[src/rtl/multicycle_control.sv]
// Multicycle ARM-subset control unit: Moore sequencer, ALU decode,
// NZCV flag register, condition evaluation and architectural write gating.
module multicycle_control (
   input  logic       clk,
   input  logic       reset_n,
   input  logic [1:0] Op,
   input  logic [5:0] Funct,
   input  logic [3:0] Rd,
   input  logic [3:0] Cond,
   input  logic [3:0] ALUFlags,
   output logic [1:0] ALUControl,
   output logic       ALUSrcA,
   output logic [1:0] ALUSrcB,
   output logic [1:0] ResultSrc,
   output logic       AdrSrc,
   output logic [1:0] ImmSrc,
   output logic [1:0] RegSrc,
   output logic       IRWrite,
   output logic       PCWrite,
   output logic       RegWrite,
   output logic       MemWrite
);

   typedef enum logic [3:0] {
      S_FETCH    = 4'd0,
      S_DECODE   = 4'd1,
      S_MEMADR   = 4'd2,
      S_MEMREAD  = 4'd3,
      S_MEMWB    = 4'd4,
      S_MEMWRITE = 4'd5,
      S_EXECUTER = 4'd6,
      S_EXECUTEI = 4'd7,
      S_ALUWB    = 4'd8,
      S_BRANCH   = 4'd9
   } state_t;

   state_t     state_q, state_d;
   logic [3:0] flags_q, flags_d;   // {N,Z,C,V}
   logic       condex_q, condex_d;

   logic [3:0] cmd;
   logic       is_cmp;
   logic       s_eff;
   logic [1:0] flagw;
   logic [1:0] dp_ctl;
   logic       dp_nowrite;
   logic       nowrite;
   logic       cond_ok;
   logic       alu_op, regw, memw, branch, fetch;
   logic       n_f, z_f, c_f, v_f;

   assign cmd    = Funct[4:1];
   assign is_cmp = (cmd == 4'b1010);
   // CMP always sets flags, whatever its S bit says
   assign s_eff  = Funct[0] | is_cmp;
   assign flagw[1] = s_eff;
   assign flagw[0] = s_eff & ((cmd == 4'b0100) | (cmd == 4'b0010) | is_cmp);

   // Data-processing command decode; CMP and unsupported commands suppress writeback
   always_comb begin
      dp_ctl     = 2'b00;
      dp_nowrite = 1'b0;
      case (cmd)
         4'b0100: dp_ctl = 2'b00;
         4'b0010: dp_ctl = 2'b01;
         4'b0000: dp_ctl = 2'b10;
         4'b1100: dp_ctl = 2'b11;
         4'b1010: begin dp_ctl = 2'b01; dp_nowrite = 1'b1; end
         default: begin dp_ctl = 2'b00; dp_nowrite = 1'b1; end
      endcase
   end

   // Memory instructions reuse Funct[4:1] for addressing bits, so only
   // data-processing instructions may suppress a register write
   assign nowrite = (Op == 2'b00) & dp_nowrite;

   assign {n_f, z_f, c_f, v_f} = flags_q;

   // Condition field evaluated against the current architectural flags
   always_comb begin
      cond_ok = 1'b0;
      case (Cond)
         4'b0000: cond_ok = z_f;
         4'b0001: cond_ok = ~z_f;
         4'b0010: cond_ok = c_f;
         4'b0011: cond_ok = ~c_f;
         4'b0100: cond_ok = n_f;
         4'b0101: cond_ok = ~n_f;
         4'b0110: cond_ok = v_f;
         4'b0111: cond_ok = ~v_f;
         4'b1000: cond_ok = c_f & ~z_f;
         4'b1001: cond_ok = ~c_f | z_f;
         4'b1010: cond_ok = (n_f == v_f);
         4'b1011: cond_ok = (n_f != v_f);
         4'b1100: cond_ok = ~z_f & (n_f == v_f);
         4'b1101: cond_ok = z_f | (n_f != v_f);
         4'b1110: cond_ok = 1'b1;
         default: cond_ok = 1'b0;
      endcase
   end

   // Next-state sequencing
   always_comb begin
      state_d = S_FETCH;
      case (state_q)
         S_FETCH:    state_d = S_DECODE;
         S_DECODE: begin
            case (Op)
               2'b00:   state_d = Funct[5] ? S_EXECUTEI : S_EXECUTER;
               2'b01:   state_d = S_MEMADR;
               2'b10:   state_d = S_BRANCH;
               default: state_d = S_FETCH;
            endcase
         end
         S_MEMADR:   state_d = Funct[0] ? S_MEMREAD : S_MEMWRITE;
         S_MEMREAD:  state_d = S_MEMWB;
         S_EXECUTER: state_d = S_ALUWB;
         S_EXECUTEI: state_d = S_ALUWB;
         default:    state_d = S_FETCH;
      endcase
   end

   // CondExReg captures the pre-execute verdict at the end of DECODE; flags
   // load at the end of EXECUTE, with NZ and CV enabled separately
   always_comb begin
      condex_d = (state_q == S_DECODE) ? cond_ok : condex_q;
      flags_d  = flags_q;
      if (((state_q == S_EXECUTER) || (state_q == S_EXECUTEI)) && condex_q) begin
         if (flagw[1]) flags_d[3:2] = ALUFlags[3:2];
         if (flagw[0]) flags_d[1:0] = ALUFlags[1:0];
      end
   end

   // State, flag and condition registers
   always_ff @(posedge clk or negedge reset_n) begin
      if (!reset_n) begin
         state_q  <= S_FETCH;
         flags_q  <= 4'b0000;
         condex_q <= 1'b0;
      end else begin
         state_q  <= state_d;
         flags_q  <= flags_d;
         condex_q <= condex_d;
      end
   end

   // Per-state Moore controls; unlisted controls stay 0
   always_comb begin
      ALUSrcA   = 1'b0;
      ALUSrcB   = 2'b00;
      ResultSrc = 2'b00;
      AdrSrc    = 1'b0;
      alu_op    = 1'b0;
      regw      = 1'b0;
      memw      = 1'b0;
      branch    = 1'b0;
      fetch     = 1'b0;
      case (state_q)
         S_FETCH: begin
            fetch = 1'b1; ALUSrcA = 1'b1; ALUSrcB = 2'b10; ResultSrc = 2'b10;
         end
         S_DECODE: begin
            ALUSrcA = 1'b1; ALUSrcB = 2'b10; ResultSrc = 2'b10;
         end
         S_MEMADR:   ALUSrcB = 2'b01;
         S_MEMREAD:  AdrSrc = 1'b1;
         S_MEMWB:    begin ResultSrc = 2'b01; regw = 1'b1; end
         S_MEMWRITE: begin AdrSrc = 1'b1; memw = 1'b1; end
         S_EXECUTER: alu_op = 1'b1;
         S_EXECUTEI: begin ALUSrcB = 2'b01; alu_op = 1'b1; end
         S_ALUWB:    regw = 1'b1;
         S_BRANCH: begin
            ALUSrcB = 2'b01; ResultSrc = 2'b10; branch = 1'b1;
         end
         default: ;
      endcase
   end

   // Gated architectural writes; reset holds every enable low immediately
   always_comb begin
      ALUControl = alu_op ? dp_ctl : 2'b00;
      ImmSrc     = Op;
      RegSrc     = {(Op == 2'b01), (Op == 2'b10)};
      IRWrite    = reset_n & fetch;
      RegWrite   = reset_n & regw & condex_q & ~nowrite;
      MemWrite   = reset_n & memw & condex_q;
      PCWrite    = reset_n & (fetch |
                   (condex_q & (branch | (regw & ~nowrite & (Rd == 4'hF)))));
   end

endmodule

[config.mk]
export PLATFORM = sky130hd
export DESIGN_NAME = multicycle_control
export DESIGN_NICKNAME = d
export VERILOG_FILES = /design/src/rtl/multicycle_control.sv
export SDC_FILE = /design/constraint.sdc
export NUM_CORES = 1
export LEC_CHECK = 0
export CORE_MARGIN = 2
export CORE_UTILIZATION = 42
export DETAILED_ROUTE_END_ITERATION = 16
export GPL_ROUTABILITY_DRIVEN = 1
export PLACE_DENSITY_LB_ADDON = 0.05
export SYNTH_ARGS = -nofsm -noshare
export SYNTH_HDL_FRONTEND = slang
export SYNTH_SLANG_ARGS = --single-unit
[constraint.sdc]
create_clock -name clk -period 1.75 [get_ports clk]
set_input_delay 0.4375 -clock clk [delete_from_list [all_inputs] [get_ports clk]]
set_output_delay 0.4375 -clock clk [all_outputs]
set_load 0.005 [all_outputs]
==> results of run 1 <==
## cells by family after synthesis
logic type	after synthesis	share of synthesized area
flops	9	0.253
mux	6	0.0731
xor+xnor	5	0.0492
simple gates	54	0.343
buf+inv	13	0.0703
compound gates	30	0.211
## per-layer routing
layer  up-vias  global-route usage
li1        559                   -
met1       578               0.319
met2        42               0.539
met3         2              0.0667
met4         0              0.0417
met5         -                   0
## final timing paths
path / from / end / cells after the start
max: state_q[3] / PCWrite / 6
min: reset_n / state_q[0] / 4
max reg2reg: state_q[3] / flags_q[0] / 6
min reg2reg: flags_q[1] / flags_q[1] / 1
max in group asynchronous: reset_n / flags_q[0] / 4
min in group clk: flags_q[1] / flags_q[1] / 1
## where the power goes
| group | total (uW) | internal (uW) | switching [uW] |
|---|---|---|---|
| clock | 167 | 88.0 | 79.2 |
| sequential | 393 | 290 | 103 |
| combinational | 1420 | 791 | 633 |
## what timing repair did
action                                 4_1_cts  5_1_grt
pin swaps                                   10        5
gates resized for setup                     90       18
endpoints found under the hold margin        0        0
setup endpoints to repair                   18       17
setup buffers                                8        1
## state kept, by name, indices dropped and copies added (netlist names)
signal    cells
condex_q      1
flags_q       4
state_q       4
## worst max-delay path: stages, from the launching register on
cell,delay (ns)
dfrtp_2,0.45
buf_6,0.13
xor2_1,0.17
nand3_1,0.11
a21oi_2,0.15
a32o_1,0.14
buf_2,0.12
## final cells by class
type	count	share of cell area
tap	27	0.0200
inverter	3	0.00665
sequential	9	0.134
multi-input combinational	95	0.418
timing repair buffer	78	0.407
clock buffer	4	0.0155
## through the flow
| stage | area (sq um) | worst slack, ns | TNS [ns] | hold slack (ns) | instances |
|---|---|---|---|---|---|
| detailed placement | 1510 | -0.753 | -6.78 | 0.580 | 206 |
| finish | 1690 | -0.216 | -1.09 | 0.448 | 216 |
| CTS | 1630 | -0.173 | -0.730 | 0.423 | 216 |
| global placement | 1510 | -0.670 | -6.37 | 0.559 | 206 |
| floorplan | 890 | 0.231 | 0 | 0.142 | 117 |
| global route | 1690 | -0.259 | -1.87 | 0.461 | 216 |
## cells in the mapped netlist, types with 2 or more instances
library cell	n	area [sq um]
nor3_1	2	10.0
o21ai_0	6	30.0
nand3b_1	3	22.5
nand3_1	4	20.0
and2_1	3	18.8
nor2_1	15	56.3
mux2_2	2	22.5
dfrtp_1	9	225
clkbuf_1	5	18.8
nand2b_1	7	43.8
nor3b_1	3	22.5
nand2_1	3	11.3
and3_1	2	12.5
buf_4	3	22.5
a211oi_1	2	15.0
xnor2_1	2	17.5
xor2_1	3	26.3
mux2i_1	2	20.0
mux2_1	2	22.5
inv_1	3	11.3
nor2b_1	4	25.0
a21oi_1	12	60.1
buf_2	2	10.0
==> flow_metrics.env, run 1 <==
export IMPL_rsz_0062_raised_after_global_routing="true"
export IMPL_dr_pass1_iters=4
export IMPL_sequential_fraction_of_the_synthesis_area=0.253
export IMPL_dp_final_hpwl_mm=2.12
export IMPL_vdd_drop_max_uv=845
export IMPL_total_leakage_power_uw=0.000781
export IMPL_violated_checks="negative setup slack"
export IMPL_rows=16
export IMPL_clkTransAtPathRegs_ns=0.07
export IMPL_synth_nets=139
export IMPL_grt_antenna_before_repair=0
export IMPL_remaining_drc_errors=0
export IMPL_worst_path_max_fanout=3
export IMPL_post_route_util=0.854
export IMPL_clk_latency_ns=0.27
export IMPL_routedLengthMet1_mm=1.33
export IMPL_ys_warn_count=0
export IMPL_initial_utilization=0.449
export IMPL_critical_path_class="flop to primary output"
export IMPL_cts_sinks=9
export IMPL_top_layer="met4"
export IMPL_fp_dieH_um=50.0
export IMPL_final_setup_viol_count=11
export IMPL_most_common_layout_cells="buf_4, buf_6, clkdlybuf4s50_1"
export IMPL_worst_setup_path_end_kind="primary output"
export IMPL_finalClockSkew_ns=0.0150
export IMPL_critical_path_startpoint_type="flop"
export IMPL_cts_tree="yes"
export IMPL_async_reset_ff_frac=1.00
export IMPL_port_buffers=37
export IMPL_mostFrequentLayoutCell="buf_4"
export IMPL_pwr_density_cell_nw_per_um2=1170
export IMPL_hold_class="input pin to asynchronous set/reset pin"
export IMPL_first_global_vias=1210
export IMPL_worst_r2r_setup_slack_ns=-0.01
export IMPL_drt_wl_total_mm=3.34
export IMPL_die_width_um=50.0
export IMPL_arrival_ns=1.53
export IMPL_place_gp_congestion=0.845
export IMPL_yosys_cell_types_count=41
export IMPL_nets=212
export IMPL_grtUsageTotal=0.284
export IMPL_avgSynthCellArea_sq_um=7.60
export IMPL_yosys_register_bits=9
export IMPL_avgViaCountPerCell=5.47
export IMPL_achievable_frequency_mhz=509
export IMPL_synth_area_sq_um=890
export IMPL_syn_inst_count=117
export IMPL_timing_hold_violations_final=0
export IMPL_globalRoute_totalOverflow=0
export IMPL_postCtsHoldBufs=0
export IMPL_post_route_min_period_ns=1.97
export IMPL_p_total_uw=1980
export IMPL_area_sequential_sq_um=226
export IMPL_route_detailed_wl_per_inst_um=15.5
export IMPL_final_period_utilization=1.12
export IMPL_timing_critical_path_required_ns=1.31
export IMPL_ctsLongestPathBuffers=2
export IMPL_via_count=1181
export IMPL_htreeDepth=1
export IMPL_pin_count_of_the_biggest_net_entering_global_routing=11
export IMPL_timing_slew_headroom=0.813
export IMPL_max_slew_worst_pin_slew_ns=0.276
export IMPL_status="complete, but fails checks"
export IMPL_tritoncts_num_buffers=3
export IMPL_maxCapViolations=0
export IMPL_multi_input_comb_area_sq_um=707
export IMPL_routed_wl_met3_um=185
export IMPL_antenna_violating_nets_post_route=0
export IMPL_diodes=0
export IMPL_layout_filler_cells=125
export IMPL_post_route_worst_setup_slack_ns=-0.216
export IMPL_report_final_slew_viol_count=0
export IMPL_first_pass_grt_wire_length_mm=5.49
export IMPL_floorplan_core_area_sq_um=1980
export IMPL_design_die_area_sq_um=2500
export IMPL_clk_root_buffer_cell="clkbuf_4"
export IMPL_drive_above_1_share=0.439
export IMPL_ys_flop_type="dfrtp_1"
export IMPL_count_of_flip_flops_with_a_built_in_enable_after_synthesis=0
export IMPL_area_growth_pct=90.3
export IMPL_floorplan_io_pins=38
export IMPL_detailroute_wirelength_met2_mm=1.82
export IMPL_initial_drc_count=22
Note: power is estimated with default switching activity, not from simulation.
==> inputs of run 2 (changes only) <==
CTS_CLUSTER_SIZE = 16   (was default)
==> results of run 2 <==
Same layout as run 1: the final DEF is identical, and so are final timing and power.
